`src/rtl/cache_pkg.sv`:
```
// Shared cache-block types: replacement request opcodes, LRU tracker state, width helpers.
package cache_pkg;

  typedef enum logic {
    LRU_HIT  = 1'b0,
    LRU_FILL = 1'b1
  } lru_op_e;

  typedef enum logic {
    INIT = 1'b0,
    RUN  = 1'b1
  } lru_state_e;

  // Index width that never collapses to zero bits, for blocks sized by small counts.
  function automatic int unsigned clog2_min1(input int unsigned n);
    return (n <= 2) ? 1 : $clog2(n);
  endfunction

endpackage

```
`src/rtl/lru_age_update.sv`:
```
// Combinational true-LRU row update: pick the victim for FILL, promote the touched way to MRU
// and age every way that was younger than it.
module lru_age_update
  import cache_pkg::*;
#(
  parameter int WAYS  = 4,
  parameter int AGE_W = $clog2(WAYS)
) (
  input  logic [WAYS-1:0][AGE_W-1:0] i_row,
  input  lru_op_e                    i_op,
  input  logic [AGE_W-1:0]           i_way,
  output logic [WAYS-1:0][AGE_W-1:0] o_row,
  output logic [AGE_W-1:0]           o_way,
  output logic                       o_err
);

  localparam logic [AGE_W-1:0] MRU_AGE = AGE_W'(WAYS - 1);

  logic [AGE_W-1:0] w_victim;
  logic [AGE_W-1:0] w_target;
  logic [AGE_W-1:0] w_old_age;
  logic             w_err;

  // Lowest-numbered way with age 0; way 0 when the row holds no zero age.
  always_comb begin
    w_victim = '0;
    for (int w = WAYS - 1; w >= 0; w--) begin
      if (i_row[w] == '0) w_victim = AGE_W'(w);
    end
  end

  assign w_err    = (i_op == LRU_HIT) && ({1'b0, i_way} >= (AGE_W + 1)'(WAYS));
  assign w_target = (i_op == LRU_FILL) ? w_victim : i_way;

  always_comb begin
    w_old_age = '0;
    for (int w = 0; w < WAYS; w++) begin
      if (w_target == AGE_W'(w)) w_old_age = i_row[w];
    end
  end

  always_comb begin
    o_row = i_row;
    if (!w_err) begin
      for (int w = 0; w < WAYS; w++) begin
        if (w_target == AGE_W'(w)) o_row[w] = MRU_AGE;
        else if (i_row[w] > w_old_age) o_row[w] = i_row[w] - AGE_W'(1);
      end
    end
  end

  assign o_way = w_target;
  assign o_err = w_err;

endmodule

```
`src/rtl/lru_age_tracker.sv`:
```
// Per-set true-LRU age store: reset-time init sweep, registered row read, one-stage update
// with same-set forwarding, responses two cycles after acceptance.
module lru_age_tracker
  import cache_pkg::*;
#(
  parameter int WAYS  = 4,
  parameter int SETS  = 16,
  parameter int AGE_W = $clog2(WAYS),
  parameter int IDX_W = $clog2(SETS)
) (
  input  logic             clk,
  input  logic             rst,
  input  logic             acc_valid,
  output logic             acc_ready,
  input  logic             acc_op,
  input  logic [IDX_W-1:0] acc_set,
  input  logic [AGE_W-1:0] acc_way,
  output logic             resp_valid,
  output logic [AGE_W-1:0] resp_way,
  output logic             resp_err
);

  typedef logic [WAYS-1:0][AGE_W-1:0] row_t;

  lru_state_e       r_state;
  logic [IDX_W-1:0] r_sweep;
  logic             r_ready;

  row_t             r_ages [SETS];

  logic             r_vld_p1;
  lru_op_e          r_op_p1;
  logic [IDX_W-1:0] r_set_p1;
  logic [AGE_W-1:0] r_way_p1;

  logic             r_vld_p2;
  lru_op_e          r_op_p2;
  logic [IDX_W-1:0] r_set_p2;
  logic [AGE_W-1:0] r_way_p2;
  row_t             r_row_p2;

  logic             r_resp_vld;
  logic [AGE_W-1:0] r_resp_way;
  logic             r_resp_err;

  row_t             w_init_row;
  row_t             w_new_row;
  logic [AGE_W-1:0] w_touch_way;
  logic             w_err;
  logic             w_accept;
  logic             w_write;
  logic             w_fwd;

  always_comb begin
    w_init_row = '0;
    for (int w = 0; w < WAYS; w++) w_init_row[w] = AGE_W'(w);
  end

  assign w_accept = acc_valid && r_ready;
  assign w_write  = r_vld_p2 && !w_err;
  assign w_fwd    = w_write && (r_set_p2 == r_set_p1);

  lru_age_update #(
    .WAYS  (WAYS),
    .AGE_W (AGE_W)
  ) u_update (
    .i_row (r_row_p2),
    .i_op  (r_op_p2),
    .i_way (r_way_p2),
    .o_row (w_new_row),
    .o_way (w_touch_way),
    .o_err (w_err)
  );

  // Row storage: the sweep owns the array in INIT, the update stage owns it in RUN.
  always_ff @(posedge clk) begin
    if (!rst) begin
      if (r_state == INIT) r_ages[r_sweep] <= w_init_row;
      else if (w_write) r_ages[r_set_p2] <= w_new_row;
    end
  end

  // p1: request capture
  always_ff @(posedge clk) begin
    r_op_p1  <= lru_op_e'(acc_op);
    r_set_p1 <= acc_set;
    r_way_p1 <= acc_way;
  end

  // p2: registered row read, overridden by the row being written this same edge
  always_ff @(posedge clk) begin
    r_op_p2  <= r_op_p1;
    r_set_p2 <= r_set_p1;
    r_way_p2 <= r_way_p1;
    r_row_p2 <= w_fwd ? w_new_row : r_ages[r_set_p1];
  end

  // Control: FSM, sweep counter, valid pipeline and registered responses.
  always_ff @(posedge clk) begin
    if (rst) begin
      r_state    <= INIT;
      r_sweep    <= '0;
      r_ready    <= 1'b0;
      r_vld_p1   <= 1'b0;
      r_vld_p2   <= 1'b0;
      r_resp_vld <= 1'b0;
      r_resp_way <= '0;
      r_resp_err <= 1'b0;
    end else begin
      if (r_state == INIT) begin
        r_sweep <= r_sweep + IDX_W'(1);
        if (r_sweep == IDX_W'(SETS - 1)) begin
          r_state <= RUN;
          r_ready <= 1'b1;
        end
      end
      r_vld_p1   <= w_accept;
      r_vld_p2   <= r_vld_p1;
      r_resp_vld <= r_vld_p2;
      if (r_vld_p2) begin
        r_resp_way <= w_touch_way;
        r_resp_err <= w_err;
      end
    end
  end

  assign acc_ready  = r_ready;
  assign resp_valid = r_resp_vld;
  assign resp_way   = r_resp_way;
  assign resp_err   = r_resp_err;

endmodule

```
`config.mk`:
```
export PLATFORM = sky130hd
export DESIGN_NAME = lru_age_tracker
export DESIGN_NICKNAME = d
export VERILOG_FILES = /design/src/rtl/cache_pkg.sv /design/src/rtl/lru_age_update.sv /design/src/rtl/lru_age_tracker.sv
export SDC_FILE = /design/constraint.sdc
export NUM_CORES = 1
export LEC_CHECK = 0
export BUFFER_PORTS_ARGS = -buffer_cell sky130_fd_sc_hd__buf_2
export CORE_AREA = 2 2 106 108
export CTS_CLUSTER_SIZE = 8
export DETAILED_ROUTE_END_ITERATION = 16
export DIE_AREA = 0 0 108 110
export GPL_TIMING_DRIVEN = 0
export HOLD_SLACK_MARGIN = 0.02
export PLACE_DENSITY = 0.8
export SETUP_SLACK_MARGIN = 0.15
export SYNTH_ARGS = -nofsm -noshare
export SYNTH_HDL_FRONTEND = slang
export SYNTH_HIERARCHICAL = 1
export SYNTH_SLANG_ARGS = --single-unit
```
`constraint.sdc`:
```
create_clock -name clk -period 7.33 [get_ports clk]
set_clock_uncertainty 0.15 [all_clocks]
set_input_delay 0.3665 -clock clk [delete_from_list [all_inputs] [get_ports clk]]
set_output_delay 0.3665 -clock clk [all_outputs]
set_load 0.01 [all_outputs]
```
Word level (Yosys, flattened, before mapping). Memories as Yosys holds them, arrays and structs flattened. A register that Yosys moved wholly into a read port is not among the register bits. Index checks and enable logic that the tools add are counted.

Memories kept: 1. Bits in writable memories: 128. Output and inout port bits: 5. Bits in registers: 33. Bits of input ports: 10.

Memory list: r_ages (depth 16, width 8, read ports 1, clocked after Yosys merged registers in 1, write ports 1, RTL line lru_age_tracker.sv:29) `row_t r_ages [SETS];`.

$lt $le $gt $ge: 4. Add/subtract/negate cells: 5. Multiplexer cells: 30. Bitwise gates (word level): 1. Equal/unequal tests: 5. Reductions and logical operators: 9.

Operators with widths (number): 2-bit two-way mux (17); 8-bit two-way mux (2); 2-bit zero test (5); 1-bit two-way mux (10); 2-bit greater-than comparator (4); 8-bit OR reduction (1); 2-bit by 1-bit subtractor with 2-bit output, second input constant (4); 4-bit by 1-bit adder with 4-bit output, second input constant (1); 2-bit == test, second input constant (2); 4-bit == test (1); 4-bit == test, second input constant (1); 4-bit two-way mux (1); 2-bit by 1-bit == test with 1-bit output, second input constant (1); 1-bit logical AND (2); 2-bit AND reduction (1); 1-bit NOT (1).

Depth between registers and ports, before layout. Gate-level depths: netlist of run 1.

Word-level depth: 15. Depth in mapped cells: 14. Depth with buffers taken out: 14.

By module. The synthesis of run 1 kept the hierarchy.

By module, submodules not included: lru_age_tracker (area an instance 6249.7 um^2, cells an instance 321, times used 1, seq. area each 4524.3 um^2); lru_age_update (area an instance 521.8 um^2, cells an instance 66, times used 1, seq. area each 0.0 um^2).

Least setup slack after synthesis of run 1. Ideal clock, no wire load.

Path kind: reg-to-reg. Start: register r_row_p2[6] (netlist name). End: memory r_ages[0][6] (netlist name) (data pin). Path buffers: 0. Data arrival time: 2.635 ns. Cell stages (with the launch flop): 15. Path slack: 4.219 ns. Library setup time: 0.326 ns. Cells stage by stage: dfxtp_1 > inv_1 > ha_1 > nor2_1 > nor3_4 > a21oi_4 > inv_6 > mux2i_1 > mux2i_1 > ha_1 > nor2b_1 > o21ai_0 > xnor2_1 > o21ai_0 > nand2b_1.

RTL lines: from (decl) (RTL line lru_age_tracker.sv:40) `row_t r_row_p2;`; from (signal assigned) (RTL line lru_age_tracker.sv:95) `r_row_p2 <= w_fwd ? w_new_row : r_ages[r_set_p1];`; to (decl) (RTL line lru_age_tracker.sv:29).

==> results of run 1 <==
## Yosys cell counts
cell       number
a21oi_1         2
a21oi_2         1
a21oi_4         1
a2bb2oi_4       1
a31oi_1         6
and2_1          4
and3b_1         1
and4bb_2        1
buf_2           4
buf_4           3
buf_6           4
clkbuf_1        6
conb_1          1
dfxtp_1        34
edfxtp_1      128
ha_1           13
inv_1          12
inv_2           1
inv_6           1
mux2_2          9
mux2i_1        35
mux4_1         26
mux4_2          6
nand2_1        13
nand2b_1        5
nand2b_4        1
nand3_1         1
nand4b_1        2
nand4bb_1       1
nor2_1         27
nor2b_1         8
nor3_1          2
nor3_4          1
nor3b_1         2
o21ai_0         8
o221ai_1        4
or2_2           1
xnor2_1         6
xor2_1          5
## through the flow
stage	total power [µW]	hold slack [ns]
2_1_floorplan	1150	0.160
3_3_place_gp	1180	0.163
3_5_place_dp	1190	0.166
4_1_cts	2060	0.180
5_1_grt	2120	0.181
6_report	2060	0.178
## critical path: stages (launching register included)
cell	delay (ns)
dfxtp_1	0.34
inv_1	0.08
ha_1	0.23
nor2_1	0.19
nor3_4	0.06
a21oi_4	0.22
inv_6	0.08
mux2i_1	0.13
mux2i_1	0.38
ha_1	0.34
nor2b_1	0.14
o21ai_0	0.36
o221ai_1	0.22
nand2b_1	0.49
## flip-flops by register name (all words and copies together), names as in the netlist
signal	count
r_op_p1	1
resp_err	1
r_sweep	4
r_op_p2	1
r_way_p1	2
r_set_p1	4
r_state	1
acc_ready	1
r_ages	128
resp_way	2
r_vld_p1	1
resp_valid	1
r_way_p2	2
r_vld_p2	1
r_set_p2	4
r_row_p2	8
## final timing paths
check                  to  slack [ns]  depth (start not counted)
max reg2reg  r_ages[9][5]        3.48                         13
min           r_way_p2[0]        0.18                          0
max          r_ages[9][5]        3.48                         13
min reg2reg   r_way_p2[0]        0.18                          0
## per-layer routing
layer | part of all wire | GRT usage | routed length [µm]
met1 | 0.41 | 0.299 | 5180
met2 | 0.50 | 0.395 | 6350
met3 | 0.061 | 0.0482 | 766
met4 | 0.023 | 0.104 | 283
met5 | 0 | 0 | 0
## where the power goes
part,internal (µW),switching (µW),leakage [µW],total (µW)
logic,76.5,91.6,0.00115,168
clock network,552,332,0.000281,884
registers,995,9.41,0.00158,1000
total,1620,433,0.00300,2060
## layout make-up
cell class                      count  share of cell area
Buffer                             17              0.0143
Clock buffer                       22              0.0562
Clock inverter                      9              0.0205
Inverter                           14             0.00748
Multi-Input combinational cell    194               0.270
Sequential cell                   162               0.588
Tap cell                          140              0.0228
Timing Repair Buffer               23              0.0208
## logic make-up (layout without fill, tap and decap cells)
| family | Yosys count | count (layout) | share of synthesized area |
|---|---|---|---|
| flip-flops | 162 | 162 | 0.668 |
| multiplexers | 76 | 76 | 0.188 |
| AND/OR/NAND/NOR | 70 | 70 | 0.0551 |
| buffers and inverters | 31 | 85 | 0.0248 |
| AO/OA/AOI/OAI | 23 | 23 | 0.0257 |
| adder cells (fa/ha/maj) | 13 | 13 | 0.0240 |
| XOR/XNOR | 11 | 11 | 0.0142 |
| other | 1 | 1 | 0.000554 |
==> run metrics, run 1 <==
Worst Tran Pin Value 0.931 ns; cell taking the most area after synthesis edfxtp_1; Leakage ~0.0030 µW; synthesized area per cell around 17 µm²; Clock Root Buffer clkbuf_8; vias in the first global route 3,560; worst min-delay path startpoint r_way_p1[0]; drt pass-1 iters 4; hold buffers post-CTS 9; Tot GR Track Use 0.234; NumNets Final around 450; via count between 3,000 and 4,000; total CTS buffers 17; placed insts roughly 540; post-CTS setup buffer count 0; Crit Reg-Reg Startpoint r_row_p2[6]; mapped cell area slightly below 7000 µm²; Storage cell area ~4500 µm²; clock sinks around 160; Filler cells 631; total die area 11,900 µm²; fin cells slightly below 600; share of layout cells above drive strength 1 0.168; final setup TNS 0 ns; DRT iter0 DRCs between 200 and 300; commonest non-fill, non-tap cells in the layout 128 x edfxtp_1, 35 x mux2i_1, 34 x dfxtp_1; initial antenna violation count 0; port bufs 14; Yosys warning count 6; CTS tree built; final setup fails 0; Max clock buf depth 2; Wirelength per Cell between 20 and 25 µm; Mapped Cells about 390; Die Span Y roughly 110 µm; largest net degree at the start of global routing 17; commonest non-fill, non-tap cell in the layout edfxtp_1; Worst Setup Path Type reg2reg; area share of the largest cell type after synthesis 0.568; ant diodes 0; Ports 15; clock latency on the worst-skew pair between 0.5 and 0.6 ns; Core Rows 38; peak supply drop around 180 µV; fin crit share 0.525; fin crit period between 3 and 4 ns; maxcap violations 0; hpwl dp around 8300 µm; PnR worst setup slack between 3 and 4 ns; post-CTS sizing 0; Post-DP Area 7020 µm²; DRC viols 0; number of nets with antenna violations after routing 0; Crit. Startpoint r_row_p2[6]; HP Class reg2reg; run status completed; first-pass GRT wire length around 19,000 µm; Hold Violations, Final 0; Die Wd ~110 µm; total congestion overflow 0; H-tree Lvls 4; Worst-path clk slew 0.06 ns; fmax 0.260 GHz; Worst setup SP type flip-flop; Setup crit end kind flip-flop; pwr dens about 270 nW/µm²; share of the yosys chip area belonging to registers 0.668; Final Max Tran Viols 0; Synth area leaders edfxtp_1 57%, mux4_1 10%, dfxtp_1 10%, mux2i_1 5.2%, ha_1 2.4%; fin area 7700 µm²; core area 10,700 µm²; Worst EP arrival between 3 and 4 ns; fin util 0.720; Slew headroom 0.377; area of the multi-input gates just over 2000 µm²; Seq cells post-synth roughly 160; Yosys cell types 39; dpl ws roughly 3.4 ns; Vias per Instance ~6.1; RSZ-0062 raised after global routing no; final wirelength ~13,000 µm; Starting Density 0.633; worst path required time ~7.3 ns; routability cong. approximately 0.83; area added between synthesis and finish 13.7%; Critical Path Fanout Max 16; Synth Net Count 410
No activity file was read; power rests on OpenSTA's default activity.
==> run 2: changes to the inputs <==
--- a/config.mk
+++ b/config.mk
@@ -6,13 +6,13 @@
 export NUM_CORES = 1
 export LEC_CHECK = 0
 export BUFFER_PORTS_ARGS = -buffer_cell sky130_fd_sc_hd__buf_2
-export CORE_AREA = 2 2 106 108
+export CORE_AREA = 2 2 108 110
 export CTS_CLUSTER_SIZE = 8
 export DETAILED_ROUTE_END_ITERATION = 16
-export DIE_AREA = 0 0 108 110
+export DIE_AREA = 0 0 110 112
 export GPL_TIMING_DRIVEN = 0
 export HOLD_SLACK_MARGIN = 0.02
-export PLACE_DENSITY = 0.8
+export PLACE_DENSITY = 0.78
 export SETUP_SLACK_MARGIN = 0.15
 export SYNTH_ARGS = -nofsm -noshare
 export SYNTH_HDL_FRONTEND = slang
==> constraint.sdc (replaced) <==
create_clock -name clk -period 3.88 [get_ports clk]
set_clock_uncertainty 0.15 [all_clocks]
set_input_delay 0.194 -clock clk [delete_from_list [all_inputs] [get_ports clk]]
set_output_delay 0.194 -clock clk [all_outputs]
set_load 0.01 [all_outputs]
==> run metrics, run 2 (synthesis results as in run 1) <==
Filler cells 721 (was 631); met2 wire len 6360 µm (was 6350 µm); Die Wd 110 µm (was 108 µm); biggest registers after layout r_ages: 128 flops, r_row_p2: 8 flops (unchanged); peak supply drop 298 µV (was 182 µV); clock sinks 162 (unchanged); Leakage 0.00298 µW (was 0.00300 µW); core area 11,200 µm² (was 10,700 µm²); clock latency on the worst-skew pair 0.42 ns (was 0.54 ns); fin crit period 3.51 ns (was 3.85 ns); M1 WL 5540 µm (was 5180 µm); CP delay by family, top simple AND/OR/NAND/NOR gates (unchanged); Worst-path clk slew 0.06 ns (about the same); Worst Setup Path Type reg2reg (unchanged); share of layout cells above drive strength 1 0.193 (was 0.168); ant diodes 0 (unchanged); Top cell by count, worst path ha_1; Worst Tran Pin Value 1.03 ns (was 0.931 ns); Worst EP arrival 3.48 ns (was 3.82 ns); Final Max Tran Viols 0 (unchanged); DRT iter0 DRCs 278 (was 284); total die area 12,300 µm² (was 11,900 µm²); final wirelength 13,100 µm (was 12,600 µm); area added between synthesis and finish 13.4% (was 13.7%); RSZ-0062 raised after global routing no (unchanged); slowest cell on the critical path and2_2 (was nand2b_1); pwr dens 494 nW/µm² (was 267 nW/µm²); fmax 0.285 GHz (was 0.260 GHz); worst stage delay on the critical path 0.35 ns (was 0.49 ns); Setup crit end kind flip-flop (unchanged); Clock Root Buffer clkbuf_16 (was clkbuf_8); DRC viols 0 (unchanged); H-tree Lvls 4 (unchanged); Die Span Y 112 µm (was 110 µm); total congestion overflow 0 (unchanged); final setup TNS 0 ns (unchanged); Post-DP Area 7020 µm² (about the same); Worst setup SP type flip-flop (unchanged); Starting Density 0.606 (was 0.633); fin crit share 0.904 (was 0.525); largest net degree at the start of global routing 17 (unchanged); number of flip-flops in the largest register 128 (unchanged); final setup fails 0 (unchanged); met3 WL 661 µm (was 766 µm); commonest non-fill, non-tap cell in the layout edfxtp_1 (unchanged); first-pass GRT wire length 19,700 µm (was 19,400 µm); Biggest register r_ages (unchanged); critical path buffer and inverter count 2 (unchanged); worst path required time 3.86 ns (was 7.30 ns); via count 3,548 (was 3,542); Min Hold Slack 0.177 ns (was 0.178 ns); Hold Violations, Final 0 (unchanged); initial antenna violation count 0 (unchanged); run status completed (unchanged); port bufs 14 (unchanged); PnR worst setup slack 0.373 ns (was 3.48 ns); number of nets with antenna violations after routing 0 (unchanged); commonest non-fill, non-tap cells in the layout 128 x edfxtp_1, 34 x mux2i_1, 34 x dfxtp_1 (was 128 x edfxtp_1, 35 x mux2i_1, 34 x dfxtp_1); HP Class reg2reg (unchanged); Core Rows 39 (was 38); routability cong. 0.874 (was 0.831); hpwl dp 8290 µm (was 8330 µm); post-CTS setup buffer count 0 (unchanged); maxcap violations 0 (unchanged); DR top layer met4 (unchanged); Max clock buf depth 2 (unchanged); CTS tree built (unchanged); NumNets Final 452 (unchanged); Wirelength per Cell 22.4 µm (was 21.6 µm); fin area 7680 µm² (was 7700 µm²); crit-path cells inv_1, ha_1, nor2_1, nor3_4, a21oi_4, inv_6, mux2i_1, mux2i_2, ha_1, nor2b_1, o21ai_1, xnor2_1, o21ai_0, and2_2 (was inv_1, ha_1, nor2_1, nor3_4, a21oi_4, inv_6, mux2i_1, mux2i_1, ha_1, nor2b_1, o21ai_0, o221ai_1, nand2b_1); total CTS buffers 17 (unchanged); vias in the first global route 3,629 (was 3,560); drt pass-1 iters 5 (was 4); Tot GR Track Use 0.230 (was 0.234); Ports 15 (unchanged); Vias per Instance 6.08 (was 6.10); Critical Path Fanout Max 16 (unchanged); total power 3800 µW (was 2060 µW); dpl ws 0.00365 ns (was 3.42 ns); Slew headroom 0.310 (was 0.377)
## run 2: cell count changes in the layout (fill, tap and decap cells not counted), moves of 3 or more
| cell | previous run | this run |
|---|---|---|
| o21ai_1 | 0 | 4 |
| and2_2 | 0 | 4 |
| nand2b_1 | 5 | 1 |
| and2_1 | 4 | 0 |
| clkinv_2 | 0 | 3 |
| o21ai_0 | 8 | 4 |
| nand2b_2 | 0 | 4 |
## run 2: repair_timing
item                       4_1_cts  5_1_grt
hold endpoints to repair         9        0
setup endpoints to repair      128      128
hold buffers                     9        0
cloned                           0        0
resized for setup                8        5
## run 2: per-stage QoR
stage,cells,utilization
final,584,0.687
after global routing,584,0.687
after CTS,584,0.687
after detailed placement,544,0.628
after global placement,544,0.628
after floorplan,387,-
## run 2: per-layer routing
layer	vias up	track usage
met5	-	0
met4	0	0.116
met3	35	0.0667
met2	128	0.349
met1	1788	0.303
li1	1597	-
## run 2: path summary, 6_finish.rpt
check	start	end	slack (ns)	cells past startpoint
worst max register to register	r_row_p2[4]	r_ages[12][4]	0.37	14
worst min-delay path	r_way_p1[0]	r_way_p2[0]	0.18	0
worst min register to register	r_way_p1[0]	r_way_p2[0]	0.18	0
worst max-delay path	r_row_p2[4]	r_ages[12][4]	0.37	14
## run 2: area by class of cell
class | count | area (µm²) | share of cell area
Buffer | 17 | 110 | 0.0143
Clock buffer | 20 | 437 | 0.0568
Clock inverter | 11 | 115 | 0.0150
Inverter | 14 | 57.6 | 0.00749
Multi-Input combinational cell | 194 | 2100 | 0.273
Sequential cell | 162 | 4520 | 0.589
Tap cell | 143 | 179 | 0.0233
Timing Repair Buffer | 23 | 160 | 0.0209
## run 2: power by group
group          total (µW)  switching [µW]  internal (µW)
logic                 330             179            150
clock network        1570             636            935
registers            1900            18.2           1880
## run 2: worst reg2reg max path, delay by kind of cell (launching register included)
family                     cells  cell delay [ns]
AOI/OAI and AO/OA              3             0.66
xor gates and xnor gates       1             0.17
adders and majority gates      2             0.54
buffers and inverters          2             0.18
DFF                            1             0.34
muxes                          2             0.44
and+or+nand+nor                4             0.73
==> run 3: changes to the inputs <==
--- a/config.mk
+++ b/config.mk
@@ -12,8 +12,7 @@
 export DIE_AREA = 0 0 110 112
 export GPL_TIMING_DRIVEN = 0
 export HOLD_SLACK_MARGIN = 0.02
-export PLACE_DENSITY = 0.78
-export SETUP_SLACK_MARGIN = 0.15
+export PLACE_DENSITY = 0.84
 export SYNTH_ARGS = -nofsm -noshare
 export SYNTH_HDL_FRONTEND = slang
 export SYNTH_HIERARCHICAL = 1
==> run metrics, run 3 (synthesis results as in run 1) <==
r2r endpoint r_ages[10][2] (was r_ages[12][4]); Worst setup SP type flip-flop (unchanged); area of the multi-input gates 2100 µm² (unchanged); Worst-path clk slew 0.06 ns (about the same); Biggest register r_ages (unchanged); Worst EP arrival 3.58 ns (was 3.48 ns); maxcap violations 0 (unchanged); sw power 824 µW (was 833 µW); number of nets with antenna violations after routing 0 (unchanged); total die area 12,300 µm² (unchanged); Critical Path Fanout Max 16 (unchanged); CP endpoint r_ages[10][2] (was r_ages[12][4]); Storage cell area 4520 µm² (unchanged); slowest cell on the critical path nand2b_2 (was and2_2); worst stage delay on the critical path 0.38 ns (was 0.35 ns); via count 3,497 (was 3,548); routability cong. 0.816 (was 0.874); HP Class reg2reg (unchanged); Worst Setup Path Type reg2reg (unchanged); Hold Violations, Final 0 (unchanged); core area 11,200 µm² (unchanged); biggest registers after layout r_ages: 128 flops, r_row_p2: 8 flops (unchanged); Starting Density 0.606 (unchanged); Max clock buf depth 2 (unchanged); final setup TNS 0 ns (unchanged); run status completed (unchanged); vias in the first global route 3,561 (was 3,629); Slew headroom 0.369 (was 0.310); Die Wd 110 µm (unchanged); hpwl dp 8330 µm (was 8290 µm); Vias per Instance 6.00 (was 6.08); fin crit period 3.65 ns (was 3.51 ns); port bufs 14 (unchanged); fin area 7630 µm² (was 7680 µm²); fin crit share 0.940 (was 0.904); RSZ-0062 raised after global routing no (unchanged); Tot GR Track Use 0.226 (was 0.230); commonest non-fill, non-tap cells in the layout 128 x edfxtp_1, 34 x mux2i_1, 34 x dfxtp_1 (unchanged); Wirelength per Cell 21.7 µm (was 22.4 µm); worst path required time 3.81 ns (was 3.86 ns); total congestion overflow 0 (unchanged); Final Max Tran Viols 0 (unchanged); clock latency on the worst-skew pair 0.42 ns (about the same); first-pass GRT wire length 19,700 µm (about the same); initial antenna violation count 0 (unchanged); Post-DP Area 7020 µm² (unchanged); Ports 15 (unchanged); Clk pwr share 0.391 (was 0.413); ant diodes 0 (unchanged); Comb power frac 0.089 (was 0.087); Crit. Startpoint r_row_p2[6] (was r_row_p2[4]); CTS tree built (unchanged); share of layout cells above drive strength 1 0.189 (was 0.193); Leakage 0.00297 µW (was 0.00298 µW); Switching Share 0.225 (was 0.219); total CTS buffers 17 (unchanged); fmax 0.274 GHz (was 0.285 GHz); Pint 2830 µW (was 2960 µW); post-CTS setup buffer count 0 (unchanged); peak supply drop 313 µV (was 298 µV); DRT iter0 DRCs 310 (was 278); Worst Tran Pin Value 0.943 ns (was 1.03 ns); Worst R2R Path Depth 14 (unchanged); DRC viols 0 (unchanged); clock sinks 162 (unchanged); crit-path cells inv_1, ha_1, nor2_1, nor3_4, a21oi_4, inv_6, mux2i_1, mux2i_2, ha_1, nor2b_1, o21ai_0, xnor2_1, o21ai_0, nand2b_2 (was inv_1, ha_1, nor2_1, nor3_4, a21oi_4, inv_6, mux2i_1, mux2i_2, ha_1, nor2b_1, o21ai_1, xnor2_1, o21ai_0, and2_2); Clock Root Buffer clkbuf_16 (unchanged); drt pass-1 iters 4 (was 5); Flop pwr share 0.519 (was 0.500); H-tree Lvls 4 (unchanged); largest net degree at the start of global routing 17 (unchanged); Filler cells 700 (was 721); Min Hold Slack 0.176 ns (was 0.177 ns); Reg2Reg Setup Slack 0.23 ns (was 0.37 ns); final wirelength 12,700 µm (was 13,100 µm); Setup crit end kind flip-flop (unchanged); number of flip-flops in the largest register 128 (unchanged); Die Span Y 112 µm (unchanged); Core Rows 39 (unchanged); commonest non-fill, non-tap cell in the layout edfxtp_1 (unchanged); Crit Reg-Reg Startpoint r_row_p2[6] (was r_row_p2[4]); final setup fails 0 (unchanged); total power 3650 µW (was 3800 µW); NumNets Final 452 (unchanged); area added between synthesis and finish 12.7% (was 13.4%); pwr dens 479 nW/µm² (was 494 nW/µm²)
==> run 3: changes by cell type in the layout (fill, tap and decap cells not counted), sizes merged <==
cell and delta:
bufinv -2, clkbuf -1, clkinv +3, clkinvlp -2, inv +1
==> run 3: metrics by stage <==
| stage | util | setup WS, ns | cells |
|---|---|---|---|
| 4_1_cts | 0.681 | 0.00785 | 583 |
| 6_report | 0.683 | 0.234 | 583 |
| 2_1_floorplan | - | 0.769 | 387 |
| 3_5_place_dp | 0.628 | 0.0278 | 544 |
| 5_1_grt | 0.683 | 0.00263 | 583 |
| 3_3_place_gp | 0.628 | 0.254 | 544 |
==> run 3: what timing repair did <==
item,CTS,global route
hold endpoints to repair,9,0
hold buffers,9,0
gates resized for setup,1,8
endpoints found under the setup margin,16,128
==> run 3: critical path, delay by kind of cell, from the launching register on <==
family / cells / cell delay, ns
buffers and inverters: 2 / 0.18
DFF: 1 / 0.34
xor gates and xnor gates: 1 / 0.16
adders and majority gates: 2 / 0.55
and+or+nand+nor: 4 / 0.77
AOI/OAI and AO/OA: 3 / 0.69
muxes: 2 / 0.45
==> run 3: cell type report <==
type                    instances  area share
inverters                      14     0.00754
repair buffers                 23      0.0210
well taps                     143      0.0235
clock inverters                11     0.00886
flip-flops and latches        162       0.593
multi-input cells             194       0.275
plain buffers                  17      0.0144
clock buffers                  19      0.0567
==> run 3: how the worst min path moves through the flow <==
| stage | from | endpoint | slack [ns] | cells past startpoint |
|---|---|---|---|---|
| final | r_way_p1[1] | r_way_p2[1] | 0.18 | 0 |
| after global routing | r_way_p1[1] | r_way_p2[1] | 0.18 | 0 |
| after CTS | r_op_p1 | r_op_p2 | 0.18 | 0 |
| after detailed placement | acc_op | r_op_p1 | 0.15 | 1 |
| after global placement | acc_set[1] | r_set_p1[1] | 0.15 | 1 |
| after floorplan | acc_op | r_op_p1 | 0.07 | 0 |
==> run 3: per-layer routing <==
layer / routed length [µm] / share of wire / vias up / global-route usage
li1: - / - / 1594 / -
met1: 5430 / 0.43 / 1765 / 0.311
met2: 6220 / 0.49 / 119 / 0.352
met3: 795 / 0.063 / 19 / 0.0580
met4: 232 / 0.018 / 0 / 0.0835
met5: 0 / 0 / - / 0
==> run 3: power groups by stage <==
stage                     Sequential [µW]  Clock, µW  Combinational [µW]
after CTS                            1900       1450                 322
after global routing                 1900       1530                 360
final                                1900       1430                 327
after detailed placement             1930          0                 307
after global placement               1930          0                 294
after floorplan                      1930          0                 237
